===== src/rtl/reg_bank_rd_if.sv =====
// reg_bank_rd_if: write port, read request and read response bundle of the register bank
interface reg_bank_rd_if #(
   parameter int DATA_W = 32,
   parameter int ADDR_W = 4,
   parameter int CNT_W  = 16
);
   logic              wr_en;
   logic [ADDR_W-1:0] wr_addr;
   logic [DATA_W-1:0] wr_data;
   logic              req_vld;
   logic              req_rdy;
   logic [ADDR_W-1:0] req_addr;
   logic              rsp_vld;
   logic              rsp_rdy;
   logic [DATA_W-1:0] rsp_data;
   logic              rsp_err;
   logic [CNT_W-1:0]  rd_cnt;
   modport master (
      output wr_en, wr_addr, wr_data, req_vld, req_addr, rsp_rdy,
      input  req_rdy, rsp_vld, rsp_data, rsp_err, rd_cnt
   );
   modport slave (
      input  wr_en, wr_addr, wr_data, req_vld, req_addr, rsp_rdy,
      output req_rdy, rsp_vld, rsp_data, rsp_err, rd_cnt
   );
endinterface


===== src/rtl/reg_bank_rd_responder.sv =====
// reg_bank_rd_responder: register bank with a direct write port and a single-outstanding read responder
module reg_bank_rd_responder #(
   parameter int DATA_W   = 32,
   parameter int ADDR_W   = 4,
   parameter int NUM_REGS = 12,
   parameter int CNT_W    = 16
) (
   input logic         clk,
   input logic         rst,
   reg_bank_rd_if.slave bus
);
   // INIT keeps req_rdy low for the first edge after reset release
   typedef enum logic [1:0] {INIT, IDLE, LOOKUP, RESP} state_t;
   state_t            state, state_nxt;
   logic [DATA_W-1:0] regs [NUM_REGS];
   logic [ADDR_W-1:0] addr;
   logic [DATA_W-1:0] look_data;
   logic              look_err;
   // state register
   always_ff @(posedge clk or posedge rst) begin
      if (rst) state <= INIT;
      else     state <= state_nxt;
   end
   // next-state: one request in flight, lookup takes one cycle, response held until taken
   always_comb begin
      state_nxt = state == INIT   ? IDLE :
                  state == IDLE   ? (bus.req_vld ? LOOKUP : IDLE) :
                  state == LOOKUP ? RESP :
                                    (bus.rsp_rdy ? IDLE : RESP);
   end
   // handshake outputs decoded from state
   always_comb begin
      bus.req_rdy = state == IDLE;
      bus.rsp_vld = state == RESP;
   end
   // register bank writes; unmapped addresses match no register and are dropped
   always_ff @(posedge clk or posedge rst) begin
      if (rst) begin
         for (int i = 0; i < NUM_REGS; i++) regs[i] <= '0;
      end else begin
         for (int i = 0; i < NUM_REGS; i++)
            if (bus.wr_en && bus.wr_addr == ADDR_W'(i)) regs[i] <= bus.wr_data;
      end
   end
   // latch the read address on request handshake
   always_ff @(posedge clk or posedge rst) begin
      if (rst)                             addr <= '0;
      else if (state == IDLE && bus.req_vld) addr <= bus.req_addr;
   end
   // lookup mux with same-cycle write bypass; unmapped addresses read as zero
   always_comb begin
      look_err  = int'(addr) >= NUM_REGS;
      look_data = '0;
      for (int i = 0; i < NUM_REGS; i++)
         if (addr == ADDR_W'(i)) look_data = regs[i];
      if (bus.wr_en && bus.wr_addr == addr && !look_err) look_data = bus.wr_data;
   end
   // capture the response once in LOOKUP so later writes cannot disturb it
   always_ff @(posedge clk or posedge rst) begin
      if (rst) begin
         bus.rsp_data <= '0;
         bus.rsp_err  <= 1'b0;
      end else if (state == LOOKUP) begin
         bus.rsp_data <= look_data;
         bus.rsp_err  <= look_err;
      end
   end
   // count completed response handshakes, wrapping
   always_ff @(posedge clk or posedge rst) begin
      if (rst)                             bus.rd_cnt <= '0;
      else if (state == RESP && bus.rsp_rdy) bus.rd_cnt <= bus.rd_cnt + CNT_W'(1);
   end
endmodule

===== src/flat_wrapper.sv =====
// flat-port wrapper written by rule: the top's interface ports become plain ports
module reg_bank_rd_responder_flat 
#(
   parameter int DATA_W   = 32,
   parameter int ADDR_W   = 4,
   parameter int NUM_REGS = 12,
   parameter int CNT_W    = 16
)
  (clk, rst, bus_wr_en, bus_wr_addr, bus_wr_data, bus_req_vld, bus_req_addr, bus_rsp_rdy, bus_req_rdy, bus_rsp_vld, bus_rsp_data, bus_rsp_err, bus_rd_cnt);
  reg_bank_rd_if #(.DATA_W(DATA_W), .ADDR_W(ADDR_W), .CNT_W(CNT_W)) bus_i ();
  input logic clk;
  input logic rst;
  input wire logic [$bits(bus_i.wr_en)-1:0] bus_wr_en;
  input wire logic [$bits(bus_i.wr_addr)-1:0] bus_wr_addr;
  input wire logic [$bits(bus_i.wr_data)-1:0] bus_wr_data;
  input wire logic [$bits(bus_i.req_vld)-1:0] bus_req_vld;
  input wire logic [$bits(bus_i.req_addr)-1:0] bus_req_addr;
  input wire logic [$bits(bus_i.rsp_rdy)-1:0] bus_rsp_rdy;
  output wire logic [$bits(bus_i.req_rdy)-1:0] bus_req_rdy;
  output wire logic [$bits(bus_i.rsp_vld)-1:0] bus_rsp_vld;
  output wire logic [$bits(bus_i.rsp_data)-1:0] bus_rsp_data;
  output wire logic [$bits(bus_i.rsp_err)-1:0] bus_rsp_err;
  output wire logic [$bits(bus_i.rd_cnt)-1:0] bus_rd_cnt;
  assign bus_i.wr_en = bus_wr_en;
  assign bus_i.wr_addr = bus_wr_addr;
  assign bus_i.wr_data = bus_wr_data;
  assign bus_i.req_vld = bus_req_vld;
  assign bus_i.req_addr = bus_req_addr;
  assign bus_i.rsp_rdy = bus_rsp_rdy;
  assign bus_req_rdy = bus_i.req_rdy;
  assign bus_rsp_vld = bus_i.rsp_vld;
  assign bus_rsp_data = bus_i.rsp_data;
  assign bus_rsp_err = bus_i.rsp_err;
  assign bus_rd_cnt = bus_i.rd_cnt;
  reg_bank_rd_responder #(.DATA_W(DATA_W), .ADDR_W(ADDR_W), .NUM_REGS(NUM_REGS), .CNT_W(CNT_W)) u_core (.clk(clk), .rst(rst), .bus(bus_i));
endmodule

===== config.mk =====
export PLATFORM = sky130hd
export DESIGN_NAME = reg_bank_rd_responder_flat
export DESIGN_NICKNAME = d
export VERILOG_FILES = /design/src/rtl/reg_bank_rd_if.sv /design/src/rtl/reg_bank_rd_responder.sv /design/src/flat_wrapper.sv
export SDC_FILE = /design/constraint.sdc
export NUM_CORES = 1
export LEC_CHECK = 0
export BUFFER_PORTS_ARGS = -buffer_cell sky130_fd_sc_hd__buf_2
export CAP_MARGIN = 20
export CORE_UTILIZATION = 55
export CTS_CLUSTER_DIAMETER = 40
export DETAILED_ROUTE_END_ITERATION = 6
export GPL_ROUTABILITY_DRIVEN = 0
export PLACE_DENSITY = 0.86
export SETUP_SLACK_MARGIN = 0.2
export SKIP_LAST_GASP = 1
export SYNTH_ARGS = -nofsm -noshare
export SYNTH_HDL_FRONTEND = slang
export SYNTH_SLANG_ARGS = --single-unit

===== constraint.sdc =====
create_clock -name clk -period 13.8 [get_ports clk]
set_input_delay 2.76 -clock clk [delete_from_list [all_inputs] [get_ports clk]]
set_output_delay 2.76 -clock clk [all_outputs]
set_load 0.05 [all_outputs]

==> results by group <==
Die
  – Starting Density: 0.560
  – Die ar.: approximately 0.038 mm2
  – Die W: 195 um
  – Die span in y: approximately 200 um
  – # IOs: between 90 and 100
  – Core footprint: roughly 0.037 mm2
  – FP Rows: 70

Worst setup path
  – Critical path endpoint category: register
  – Setup CP Type: in2reg
  – CP Max Fanout: 17
  – CP Data Arrival Time: 4990 ps
  – Worst path required time: approximately 14,000 ps
  – Crit start category: input port

Power and ir drop
  – Int Pwr: approximately 3 mW
  – Comb pwr share: 0.336
  – Worst vdd ir: 0.114 mV
  – Clock power frac: 0.282
  – PwrDens: 210 mW/mm2
  – Leak pwr: 9.96 nW
  – Total power: 4.81 mW
  – Switching power: 1.78 mW
  – Sequential share of power: 0.382
  – Switching part of the total: 0.370

Timing
  – Hold Fails Final Rpt: 0
  – Fmax: roughly 220 MHz
  – Worst-Margin Slew: 1130 ps
  – Setup_tns: 0 ps
  – Post-route minimum period: 4550 ps
  – Setup violators final: 0
  – Period utilization: 0.329
  – RSZ-0062 raised after global routing: false
  – Final Skew: roughly 15 ps
  – Slew Viols, Final: 0
  – Final WS setup: around 9000 ps
  – Headroom to the max-slew limit: 0.250

Routing
  – DRC viols: 0
  – Remaining antenna violation count: 0
  – DR iter-0 viols: 1,535
  – Wire per inst: 25.2 um
  – DRT Pass-1 Iters: 5
  – Vias: 14.6k
  – Post-Route WL: 55,000 um
  – Vias/cell: 6.66

Job
  – Max-Cap Viols: 0

Synth
  – Yosys warnings: 0
  – Async SR Flop Fraction: 1.00
  – Cells after synthesis: about 1.6k
  – Synth Area in Compound Gates: 0.0989
  – Sequential share of the synthesized area: 0.536
  – Yosys reg bits: approximately 440
  – Synthesized cell area: 0.0205 mm2
  – Netlist cell types: 69
  – Syn avg cell area: around 12 um2
  – EDFF count, synth: 0
  – Syn nets: 1,694
  – Synth Area in XOR/XNOR: 0.00769
  – Adder-Cell Fraction of Synth Area: 0.000610
  – Synth Flop Type: dfrtp_1
  – Synth Area in Simple Gates: 0.0710
  – Multiplexer area fraction after synthesis: 0.247
  – Main combinational cell family by area after synthesis: multiplexers

Hold path
  – Worst min path class: reg2reg

Clocking
  – CTS Sinks: 439
  – Hold buffer count at CTS: 0
  – Cts bufs inserted: 51
  – Post-CTS sizing: 0
  – Clk root buf: clkbuf_16
  – Post-CTS setup repair buffer count: 0
  – Clk slew on worst S/H paths: 60 ps
  – CTS tree: yes
  – Clock Tree Buf Depth: 3
  – Worst-Skew Late Latency: 580 ps
  – H-tree levels: 2

Place
  – Pre-CTS WS: approximately 8800 ps
  – Dpl hpwl: 30,800 um
  – DP Area: 0.0211 mm2
  – IO buf count: 95

Final layout
  – Nets@finish: roughly 1.7k
  – Fill cells: around 2.6k
  – Design area: 0.0230 mm2
  – Register Area: around 0.011 mm2
  – Area grow syn2layout: 12.0%
  – Multi-input logic area: 0.00878 mm2
  – Share of layout cells above drive strength 1: 0.370
  – Fin util: 0.627

Global route
  – Gr busiest metal: met2
  – Total track usage: 0.292
  – Initial antenna violation count: 4
  – First-pass GRT wire length: 86,500 um
  – Largest net degree at the start of global routing: 210
  – Vias in the first global route: 15.3k
  – Met2 Use GR: 0.466
  – GRT met1 Usage: 0.385
  – Met3 Use GR: 0.0611
  – GRT overflow: 0

Run status
  – Outcome: finished clean
power by group through the flow:
stage	clock network, mW	registers (mW)	logic, mW
after global routing	1.42	1.87	1.71
after detailed placement	0	1.85	1.57
after global placement	0	1.82	1.52
final	1.36	1.84	1.62
after CTS	1.36	1.83	1.59
after floorplan	0	1.90	1.10
per-layer routing:
| layer | up-vias | share of wire |
|---|---|---|
| met5 | - | 0.00022 |
| met4 | 2 | 0.028 |
| met3 | 131 | 0.084 |
| met2 | 729 | 0.48 |
| met1 | 7583 | 0.40 |
| li1 | 6112 | - |
cells by family (layout without fill, tap and decap cells):
family,after synthesis,in the layout
and+or+nand+nor,278,278
DFF,439,439
buffers and inverters,162,229
adders and majority gates,1,1
other,0,3
xor gates and xnor gates,18,18
muxes,455,455
AOI/OAI and AO/OA,295,295
final cells by class:
type	count	area share
diodes	3	0.000327
clock buffers	67	0.0626
clock inverters	24	0.0116
inverters	5	0.000981
multi-input cells	1047	0.382
flip-flops and latches	439	0.479
well taps	468	0.0255
repair buffers	133	0.0380
cell usage in the layout, fill, tap and decap left out, types with 9 or more instances in the layout:
master / count
dfrtp_1: 437
mux2_2: 389
buf_2: 95
nand2_1: 75
a21oi_1: 70
mux2i_1: 62
clkbuf_16: 53
o21ai_0: 47
nor2_1: 45
buf_4: 31
nand3_1: 29
nand3b_1: 27
o221ai_1: 22
a22oi_1: 21
nand4_1: 21
a21o_1: 19
a222oi_1: 19
o22a_1: 18
o2111ai_1: 18
nor3_1: 17
o22ai_1: 14
xnor2_1: 13
nor2b_1: 10
nand2b_1: 9
clkinv_4: 9
final timing paths:
| kind | startpoint | to | slack (ps) | cells past startpoint |
|---|---|---|---|---|
| max | bus_wr_addr[2] | u_core.regs[336] | 9250 | 5 |
| min | u_core.regs[27] | u_core.bus.rsp_data[27] | 480 | 2 |
| max reg2reg | u_core.addr[0] | u_core.bus.rsp_data[0] | 9920 | 8 |
| min reg2reg | u_core.regs[27] | u_core.bus.rsp_data[27] | 480 | 2 |
| max in group asynchronous | rst | u_core.regs[196] | 9710 | 4 |
| min in group asynchronous | rst | u_core.regs[341] | 2330 | 3 |
sequential cells by signal (all words and copies together) (netlist names):
register             count
u_core.regs            384
u_core.bus.rsp_data     32
u_core.bus.rd_cnt       16
u_core.addr              4
u_core.state             2
u_core.bus.rsp_err       1
worst max-delay path, stage by stage:
cell,delay [ps]
buf_2,130
nor3b_2,340
nand3b_1,840
buf_4,570
mux2_2,330
cell usage after synthesis (all sizes together) (3+ instances only):
cell	n	area, um2
dfrtp	439	11000
mux2	392	4410
buf	97	568
nand2	76	285
a21oi	71	359
mux2i	62	621
clkbuf	60	225
o21ai	55	275
nor2	53	204
nand3	31	165
nand3b	27	203
o221ai	22	193
a22oi	21	158
nand4	21	131
a21o	19	143
a222oi	19	190
nor3	19	111
o2111ai	18	158
o22a	18	158
o22ai	14	87.6
nor2b	13	81.3
xnor2	13	114
nand2b	10	62.6
and3	7	43.8
or3	7	48.8
a211oi	6	45.0
a31oi	6	37.5
inv	5	18.8
o211ai	5	37.5
xor2	5	43.8
and2	3	18.8
o32ai	3	26.3
metrics by stage:
stage,std cells,hold slack (ps)
floorplan,1648,448
global placement,2086,459
detailed placement,2087,469
CTS,2178,484
global route,2186,496
finish,2186,477
No activity file was read; power rests on OpenSTA's default activity.
